===== config.mk =====
export PLATFORM = sky130hd
export DESIGN_NAME = wb_timer_multi
export DESIGN_NICKNAME = d
export VERILOG_FILES = /design/src/rtl/wb_timer_pkg.sv /design/src/rtl/wb_timer_chan.sv /design/src/rtl/wb_timer_multi.sv
export SDC_FILE = /design/constraint.sdc
export NUM_CORES = 1
export LEC_CHECK = 0
export CAP_MARGIN = 10
export CORE_ASPECT_RATIO = 0.8
export CORE_MARGIN = 2
export CORE_UTILIZATION = 55
export CTS_CLUSTER_DIAMETER = 60
export CTS_CLUSTER_SIZE = 30
export DETAILED_ROUTE_END_ITERATION = 10
export HOLD_SLACK_MARGIN = 0.05
export MAX_ROUTING_LAYER = met4
export PLACE_DENSITY = 0.89
export SYNTH_ARGS = -nofsm -noshare
export SYNTH_HDL_FRONTEND = slang
export SYNTH_HIERARCHICAL = 1
export SYNTH_SLANG_ARGS = --single-unit

===== constraint.sdc =====
create_clock -name clk_i -period 3.61 [get_ports clk_i]
set_input_delay 0.722 -clock clk_i [delete_from_list [all_inputs] [get_ports clk_i]]
set_output_delay 0.722 -clock clk_i [all_outputs]
set_load 0.05 [all_outputs]

===== src/rtl/wb_timer_pkg.sv =====
`default_nettype none
// ============================================================================
// Module   : wb_timer_pkg
// Brief    : Shared register map, CTRL layout and byte-merge helper for the
//            multi-channel Wishbone timer.
// Revision : 1.0 - initial multi-channel release
// ============================================================================
package wb_timer_pkg;

  // adr[7] splits channel space (0) from global space (1)
  localparam int c_gsel_bit = 7;

  // Per-channel register select, taken from adr[3:2]
  typedef enum logic [1:0] {
    REG_CTRL = 2'b00,
    REG_CMP  = 2'b01,
    REG_CNT  = 2'b10,
    REG_STAT = 2'b11
  } chan_reg_e;

  // Byte offsets of the global registers
  localparam logic [7:0] c_off_prescale = 8'h80;
  localparam logic [7:0] c_off_irqsum   = 8'h84;

  // CTRL bit positions
  localparam int c_ctrl_en = 0;
  localparam int c_ctrl_ar = 1;
  localparam int c_ctrl_ie = 2;

  typedef struct packed {
    logic ie;
    logic ar;
    logic en;
  } ctrl_t;

  // Replace each byte lane of old_v whose select bit is set
  function automatic logic [31:0] be_merge(input logic [31:0] old_v,
                                           input logic [31:0] new_v,
                                           input logic [3:0]  sel);
    logic [31:0] r;
    r = old_v;
    for (int b = 0; b < 4; b++) begin
      if (sel[b]) r[b*8 +: 8] = new_v[b*8 +: 8];
    end
    return r;
  endfunction

endpackage
`default_nettype wire


===== src/rtl/wb_timer_chan.sv =====
`default_nettype none
// ============================================================================
// Module   : wb_timer_chan
// Brief    : One timer channel: CTRL/COMPARE/COUNTER/FLAG registers, tick
//            driven up-count with one-shot or auto-reload match handling and a
//            registered level interrupt.
// Revision : 1.0 - initial multi-channel release
// ============================================================================
module wb_timer_chan
  import wb_timer_pkg::*;
#(
  parameter int CNT_W = 32
) (
  input  logic             clk_i,
  input  logic             rst_i,
  input  logic             tick_i,
  input  logic             ctrl_we_i,
  input  logic             cmp_we_i,
  input  logic             cnt_we_i,
  input  logic             stat_we_i,
  input  logic [3:0]       wb_sel_i,
  input  logic [31:0]      wb_dat_i,
  output logic [2:0]       ctrl_o,
  output logic [CNT_W-1:0] compare_o,
  output logic [CNT_W-1:0] counter_o,
  output logic             flag_o,
  output logic             intr_o
);

  ctrl_t            ctrl_q, ctrl_d;
  logic [CNT_W-1:0] cmp_q, cmp_d;
  logic [CNT_W-1:0] cnt_q, cnt_d;
  logic             flag_q, flag_d;
  logic             intr_q;

  logic [31:0]      w_cmp_wr;
  logic [31:0]      w_cnt_wr;
  logic             w_ctrl_load;
  logic             w_cnt_load;
  logic             w_flag_set;
  logic             w_flag_clr;

  assign w_cmp_wr    = be_merge(32'(cmp_q), wb_dat_i, wb_sel_i);
  assign w_cnt_wr    = be_merge(32'(cnt_q), wb_dat_i, wb_sel_i);
  assign w_ctrl_load = ctrl_we_i & wb_sel_i[0];
  assign w_cnt_load  = cnt_we_i & (|wb_sel_i);
  assign w_flag_clr  = stat_we_i & wb_sel_i[0] & wb_dat_i[0];

  // Next-state: a software CTRL or COUNTER load pre-empts the tick update
  always_comb begin
    ctrl_d     = ctrl_q;
    cmp_d      = cmp_q;
    cnt_d      = cnt_q;
    flag_d     = flag_q;
    w_flag_set = 1'b0;

    if (cmp_we_i) cmp_d = w_cmp_wr[CNT_W-1:0];

    if (w_ctrl_load) begin
      ctrl_d.en = wb_dat_i[c_ctrl_en];
      ctrl_d.ar = wb_dat_i[c_ctrl_ar];
      ctrl_d.ie = wb_dat_i[c_ctrl_ie];
    end else if (w_cnt_load) begin
      cnt_d = w_cnt_wr[CNT_W-1:0];
    end else if (tick_i && ctrl_q.en) begin
      if (cnt_q == cmp_q) begin
        w_flag_set = 1'b1;
        if (ctrl_q.ar) cnt_d = '0;
        else           ctrl_d.en = 1'b0;
      end else begin
        cnt_d = cnt_q + 1'b1;
      end
    end

    // A match in the same cycle as a software clear keeps the flag set
    if (w_flag_set)      flag_d = 1'b1;
    else if (w_flag_clr) flag_d = 1'b0;
  end

  // Channel state registers; interrupt lags FLAG/IE by one cycle
  always_ff @(posedge clk_i or posedge rst_i) begin
    if (rst_i) begin
      ctrl_q <= '0;
      cmp_q  <= '0;
      cnt_q  <= '0;
      flag_q <= 1'b0;
      intr_q <= 1'b0;
    end else begin
      ctrl_q <= ctrl_d;
      cmp_q  <= cmp_d;
      cnt_q  <= cnt_d;
      flag_q <= flag_d;
      intr_q <= flag_q & ctrl_q.ie;
    end
  end

  assign ctrl_o    = ctrl_q;
  assign compare_o = cmp_q;
  assign counter_o = cnt_q;
  assign flag_o    = flag_q;
  assign intr_o    = intr_q;

endmodule
`default_nettype wire


===== src/rtl/wb_timer_multi.sv =====
`default_nettype none
// ============================================================================
// Module   : wb_timer_multi
// Brief    : Multi-channel Wishbone timer slave. Bus decode, single-cycle ack
//            pulse, registered read mux and the shared prescaler live here;
//            each channel is a wb_timer_chan instance.
// Revision : 1.0 - initial multi-channel release
// ============================================================================
module wb_timer_multi
  import wb_timer_pkg::*;
#(
  parameter int NUM_TIMERS = 2,
  parameter int CNT_W      = 32,
  parameter int PRESCALE_W = 16
) (
  input  logic                  clk_i,
  input  logic                  rst_i,
  input  logic [31:0]           wb_adr_i,
  input  logic [31:0]           wb_dat_i,
  output logic [31:0]           wb_dat_o,
  input  logic [3:0]            wb_sel_i,
  input  logic                  wb_we_i,
  input  logic                  wb_stb_i,
  input  logic                  wb_cyc_i,
  output logic                  wb_ack_o,
  output logic [NUM_TIMERS-1:0] intr
);

  logic                  ack_q, ack_d;
  logic [31:0]           dat_q, dat_d;
  logic [PRESCALE_W-1:0] pre_q, pre_d;
  logic [PRESCALE_W-1:0] pc_q, pc_d;

  logic                  w_acc;
  logic                  w_wr;
  logic                  w_glb;
  logic                  w_chan_space;
  logic [1:0]            w_ch;
  chan_reg_e             w_reg;
  logic                  w_pre_wr;
  logic                  w_tick;
  logic [31:0]           w_pre_merge;
  logic [31:0]           w_rdata;
  logic                  w_unused;

  logic [NUM_TIMERS-1:0][2:0]       w_ctrl;
  logic [NUM_TIMERS-1:0][CNT_W-1:0] w_cmp;
  logic [NUM_TIMERS-1:0][CNT_W-1:0] w_cnt;
  logic [NUM_TIMERS-1:0]            w_flag;
  logic [NUM_TIMERS-1:0]            w_intr;

  // A request is accepted only while ack is low, so acks are at most every
  // other cycle and a held strobe cannot be acknowledged twice
  assign w_acc        = wb_cyc_i & wb_stb_i & ~ack_q;
  assign w_wr         = w_acc & wb_we_i;
  assign w_glb        = wb_adr_i[c_gsel_bit];
  assign w_chan_space = ~w_glb & ~wb_adr_i[6];
  assign w_ch         = wb_adr_i[5:4];
  assign w_reg        = chan_reg_e'(wb_adr_i[3:2]);
  assign w_pre_wr     = w_wr & (wb_adr_i[7:2] == c_off_prescale[7:2]);
  assign w_tick       = (pc_q == pre_q);
  assign w_pre_merge  = be_merge(32'(pre_q), wb_dat_i, wb_sel_i);
  assign w_unused     = ^{wb_adr_i[31:8], wb_adr_i[1:0]};

  for (genvar gi = 0; gi < NUM_TIMERS; gi++) begin : g_chan
    logic w_hit;
    assign w_hit = w_wr & w_chan_space & (w_ch == 2'(gi));

    wb_timer_chan #(
      .CNT_W(CNT_W)
    ) u_chan (
      .clk_i     (clk_i),
      .rst_i     (rst_i),
      .tick_i    (w_tick),
      .ctrl_we_i (w_hit & (w_reg == REG_CTRL)),
      .cmp_we_i  (w_hit & (w_reg == REG_CMP)),
      .cnt_we_i  (w_hit & (w_reg == REG_CNT)),
      .stat_we_i (w_hit & (w_reg == REG_STAT)),
      .wb_sel_i  (wb_sel_i),
      .wb_dat_i  (wb_dat_i),
      .ctrl_o    (w_ctrl[gi]),
      .compare_o (w_cmp[gi]),
      .counter_o (w_cnt[gi]),
      .flag_o    (w_flag[gi]),
      .intr_o    (w_intr[gi])
    );
  end

  // Read mux: unmapped offsets and absent channels return zero
  always_comb begin
    w_rdata = '0;
    if (w_glb) begin
      if (wb_adr_i[6:2] == c_off_prescale[6:2])    w_rdata[PRESCALE_W-1:0] = pre_q;
      else if (wb_adr_i[6:2] == c_off_irqsum[6:2]) w_rdata[NUM_TIMERS-1:0] = w_intr;
    end else if (w_chan_space) begin
      for (int i = 0; i < NUM_TIMERS; i++) begin
        if (w_ch == 2'(i)) begin
          case (w_reg)
            REG_CTRL: w_rdata[2:0]       = w_ctrl[i];
            REG_CMP:  w_rdata[CNT_W-1:0] = w_cmp[i];
            REG_CNT:  w_rdata[CNT_W-1:0] = w_cnt[i];
            default:  w_rdata[0]         = w_flag[i];
          endcase
        end
      end
    end
  end

  // Ack, read data and prescaler next-state; a PRESCALE write restarts the phase
  always_comb begin
    ack_d = w_acc;
    dat_d = (w_acc & ~wb_we_i) ? w_rdata : '0;
    pre_d = pre_q;
    pc_d  = w_tick ? '0 : pc_q + 1'b1;
    if (w_pre_wr) begin
      pre_d = w_pre_merge[PRESCALE_W-1:0];
      pc_d  = '0;
    end
  end

  // Bus-side and prescaler registers
  always_ff @(posedge clk_i or posedge rst_i) begin
    if (rst_i) begin
      ack_q <= 1'b0;
      dat_q <= '0;
      pre_q <= '0;
      pc_q  <= '0;
    end else begin
      ack_q <= ack_d;
      dat_q <= dat_d;
      pre_q <= pre_d;
      pc_q  <= pc_d;
    end
  end

  assign wb_ack_o = ack_q;
  assign wb_dat_o = dat_q;
  assign intr     = w_intr;

endmodule
`default_nettype wire


==> impl_metrics.tcl <==
set metrics [dict create \
    synth_simple_gate_area_share_pct 17.22 \
    synthTopCellsByCount "203 x dfrtp_1, 130 x nand2_1, 99 x o21ai_0" \
    vias 10220 \
    worstMarginPinSlew_ns 1.208 \
    cts_root_buf "clkbuf_16" \
    syn_area_um2 11490 \
    synthXorXnorAreaFrac_pct 7.087 \
    clkLatencyLatePin_ns 0.50 \
    ant_nets 0 \
    end_kind "flop" \
    max-slew-margin-rel_pct 19.29 \
    drc 0 \
    post_cts_buffers 0 \
    critPathMaxStageDelay_ns 0.46 \
    synthArstFlopShare_pct 100.0 \
    ioPinCount 108 \
    fin_crit_sh_pct 85.24 \
    fin_setup_tns_ns 0 \
    finalHoldViolCount 0 \
    area_growth_pct 14.59 \
    clk_path_buf_depth 3 \
    path_class "in -> reg" \
    gp_congestion 0.9585 \
    p_total_w 0.005127 \
    cp_common_cell "o21ai_0" \
    start_util_pct 55.84 \
    crit_required_ns 3.98 \
    cp-start-kind "input port" \
    fin_crit_ns 3.077 \
    rows 47 \
    core-area_um2 20580 \
    cts_tree "yes" \
    critPathTopFamily "simple AND/OR/NAND/NOR gates" \
    cp_cell_sequence "clkdlybuf4s50_1 > nand3b_1 > inv_1 > nand3_1 > nor3b_1 > and2_1 > o41ai_2 > o21ai_4 > buf_12 > a31oi_1 > o21ai_0 > o21ai_0" \
    grt_first_pass_wirelength_um 53470 \
    synth_top_family_by_area "simple AND/OR/NAND/NOR gates" \
    synth_top_area_share_pct 44.20 \
    syn_inst 1175 \
    synth_cell_types 51 \
    critPathArrivalTime_ns 3.44 \
    grt_max_degree 70 \
    synth_warnings 6 \
    dr.pass1.iters 8 \
    synth-edff-count 0 \
    routed_wl_um 34340 \
    power_density_nw_per_um2 389.3 \
    cts-buffers-inserted 15 \
    cp_num_buf_inv 3 \
    path_clk_slew_ns 0.09 \
    synth_compound_area_share_pct 16.43 \
    layout.nets 1332 \
    dpl.hpwl_um 25380 \
    cts_sinks 203 \
    crit_slowest_cell "clkdlybuf4s50_1" \
    hp-class "reg -> reg" \
    fp.dieW_um 165.6 \
    antenna_found_initial 1 \
    grt_usage_pct 31.67 \
    hold_buffers 0 \
    drt_iter0_markers 1801 \
    outcome "finished clean" \
    dieArea_um2 22080 \
    chipHeight_um 133.3 \
    max-cap-violations 0 \
    fmax_mhz 325.0 \
    cts_max_level 1 \
    first_global_vias 9517 \
    gr-total-overflow 0 \
    synth.area.top_cells "dfrtp_1 44%, mux2_2 9.5%, xor2_1 5.4%" \
    ys_ff_latch 203 \
    portBuffers 81 \
    ir_worst_vdd_mv 0.3912 \
    ctsResizeCount 0 \
    post-synth-top-count-cell "dfrtp_1" \
    cp_max_fo 37 \
    synth.mux.area_fraction_pct 10.81 \
    vias_per_cell 6.675 \
    drv_slew 0 \
    synthFlopType "dfrtp_1" \
    ys_seq_area_share_pct 44.20 \
    avgRoutedWirePerCell_um 22.43 \
    setup_viol 0 \
    leakagePower_nw 5.917 \
    avgSynthCellArea_um2 9.782 \
    syn-num-nets 1255 \
    clock_skew_ns 0.02055 \
    synth_adder_area_share_pct 0.7620 \
    rsz0062_at_grt "false" \
    synth_top_area_cell "dfrtp_1" \
    drive_gt1_share_pct 14.60 \
]
per-layer routing:
layer | share of wire (%) | up-vias | GRT usage, %
met3 | 14 | 95 | 7.635
met2 | 43 | 735 | 45.69
met4 | 3.5 | 0 | 9.952
li1 | - | 4462 | -
met5 | 0 | - | -
met1 | 40 | 4927 | 44.39
state kept, by name, indices dropped and copies added, names as in the netlist:
signal and cells:
g_chan.u_chan/compare_o 64, g_chan.u_chan/counter_o 64, g_chan.u_chan/ctrl_o 6, g_chan.u_chan/flag_o 2, g_chan.u_chan/intr_o 2, pc_q 16
pre_q 16, wb_ack_o 1, wb_dat_o 32
logic make-up after synthesis:
| family | Yosys count |
|---|---|
| buffers and inverters | 79 |
| and+or+nand+nor | 399 |
| xor gates and xnor gates | 93 |
| DFF | 203 |
| AOI/OAI and AO/OA | 282 |
| muxes | 112 |
| adders and majority gates | 7 |
layout make-up:
class / count / area (µm²)
fill: 1574 / 7412
multi-input combinational: 893 / 6038
timing repair buffer: 123 / 1171
antenna: 2 / 5.005
inverter: 16 / 60.06
sequential: 203 / 5080
clock buffer: 16 / 379.1
tap: 269 / 336.6
clock inverter: 9 / 100.1
cell usage in the layout (no fill, tap or decap), types with 10 or more instances in the layout:
cell and instances:
nor3_1 33, a21oi_1 39, clkdlybuf4s50_1 80, xnor2_1 22, mux2i_1 15, nor2_1 82, o21ai_0 99, nor4_1 29
nand4_1 19, o31a_1 10, a222oi_1 17, xor2_1 71, clkbuf_16 15, a221oi_1 17, buf_4 38, o31ai_1 18
nand2_1 130, mux2_2 97, o21ai_1 12, inv_1 13, a22o_1 28, nand3_1 37, and2_1 18, dfrtp_1 203
stage by stage:
stage | setup WS [ns] | hold slack (ns) | utilization (%) | cells | cell area [µm²]
final | 0.5329 | 0.5463 | 63.99 | 1531 | 13170
after global routing | 0.3398 | 0.5749 | 63.98 | 1530 | 13170
after CTS | 0.6057 | 0.5421 | 63.96 | 1529 | 13170
after detailed placement | 0.1454 | 0.5174 | 61.64 | 1504 | 12690
after global placement | 0.2832 | 0.5055 | 61.64 | 1504 | 12690
after floorplan | 0.8045 | 0.4600 | - | 1175 | 11490
power by group:
part	switching [W]	internal, W
Clock	0.000914	0.000817
Sequential	0.0000899	0.00234
Combinational	0.000614	0.000357
final timing paths:
| check | from | to | slack, ns | cells after the start |
|---|---|---|---|---|
| max in group asynchronous | rst_i | wb_dat_o[12] | 2.10 | 3 |
| setup / recovery | wb_cyc_i | g_chan[1].u_chan/counter_o[31] | 0.53 | 12 |
| hold / removal | pc_q[0] | pc_q[0] | 0.55 | 1 |
| min in group asynchronous | rst_i | g_chan[0].u_chan/ctrl_o[2] | 0.72 | 3 |
| setup reg to reg | g_chan[1].u_chan/counter_o[28] | g_chan[1].u_chan/counter_o[31] | 0.55 | 8 |
| hold reg to reg | pc_q[0] | pc_q[0] | 0.55 | 1 |
Power figures use the tool's default switching activity.
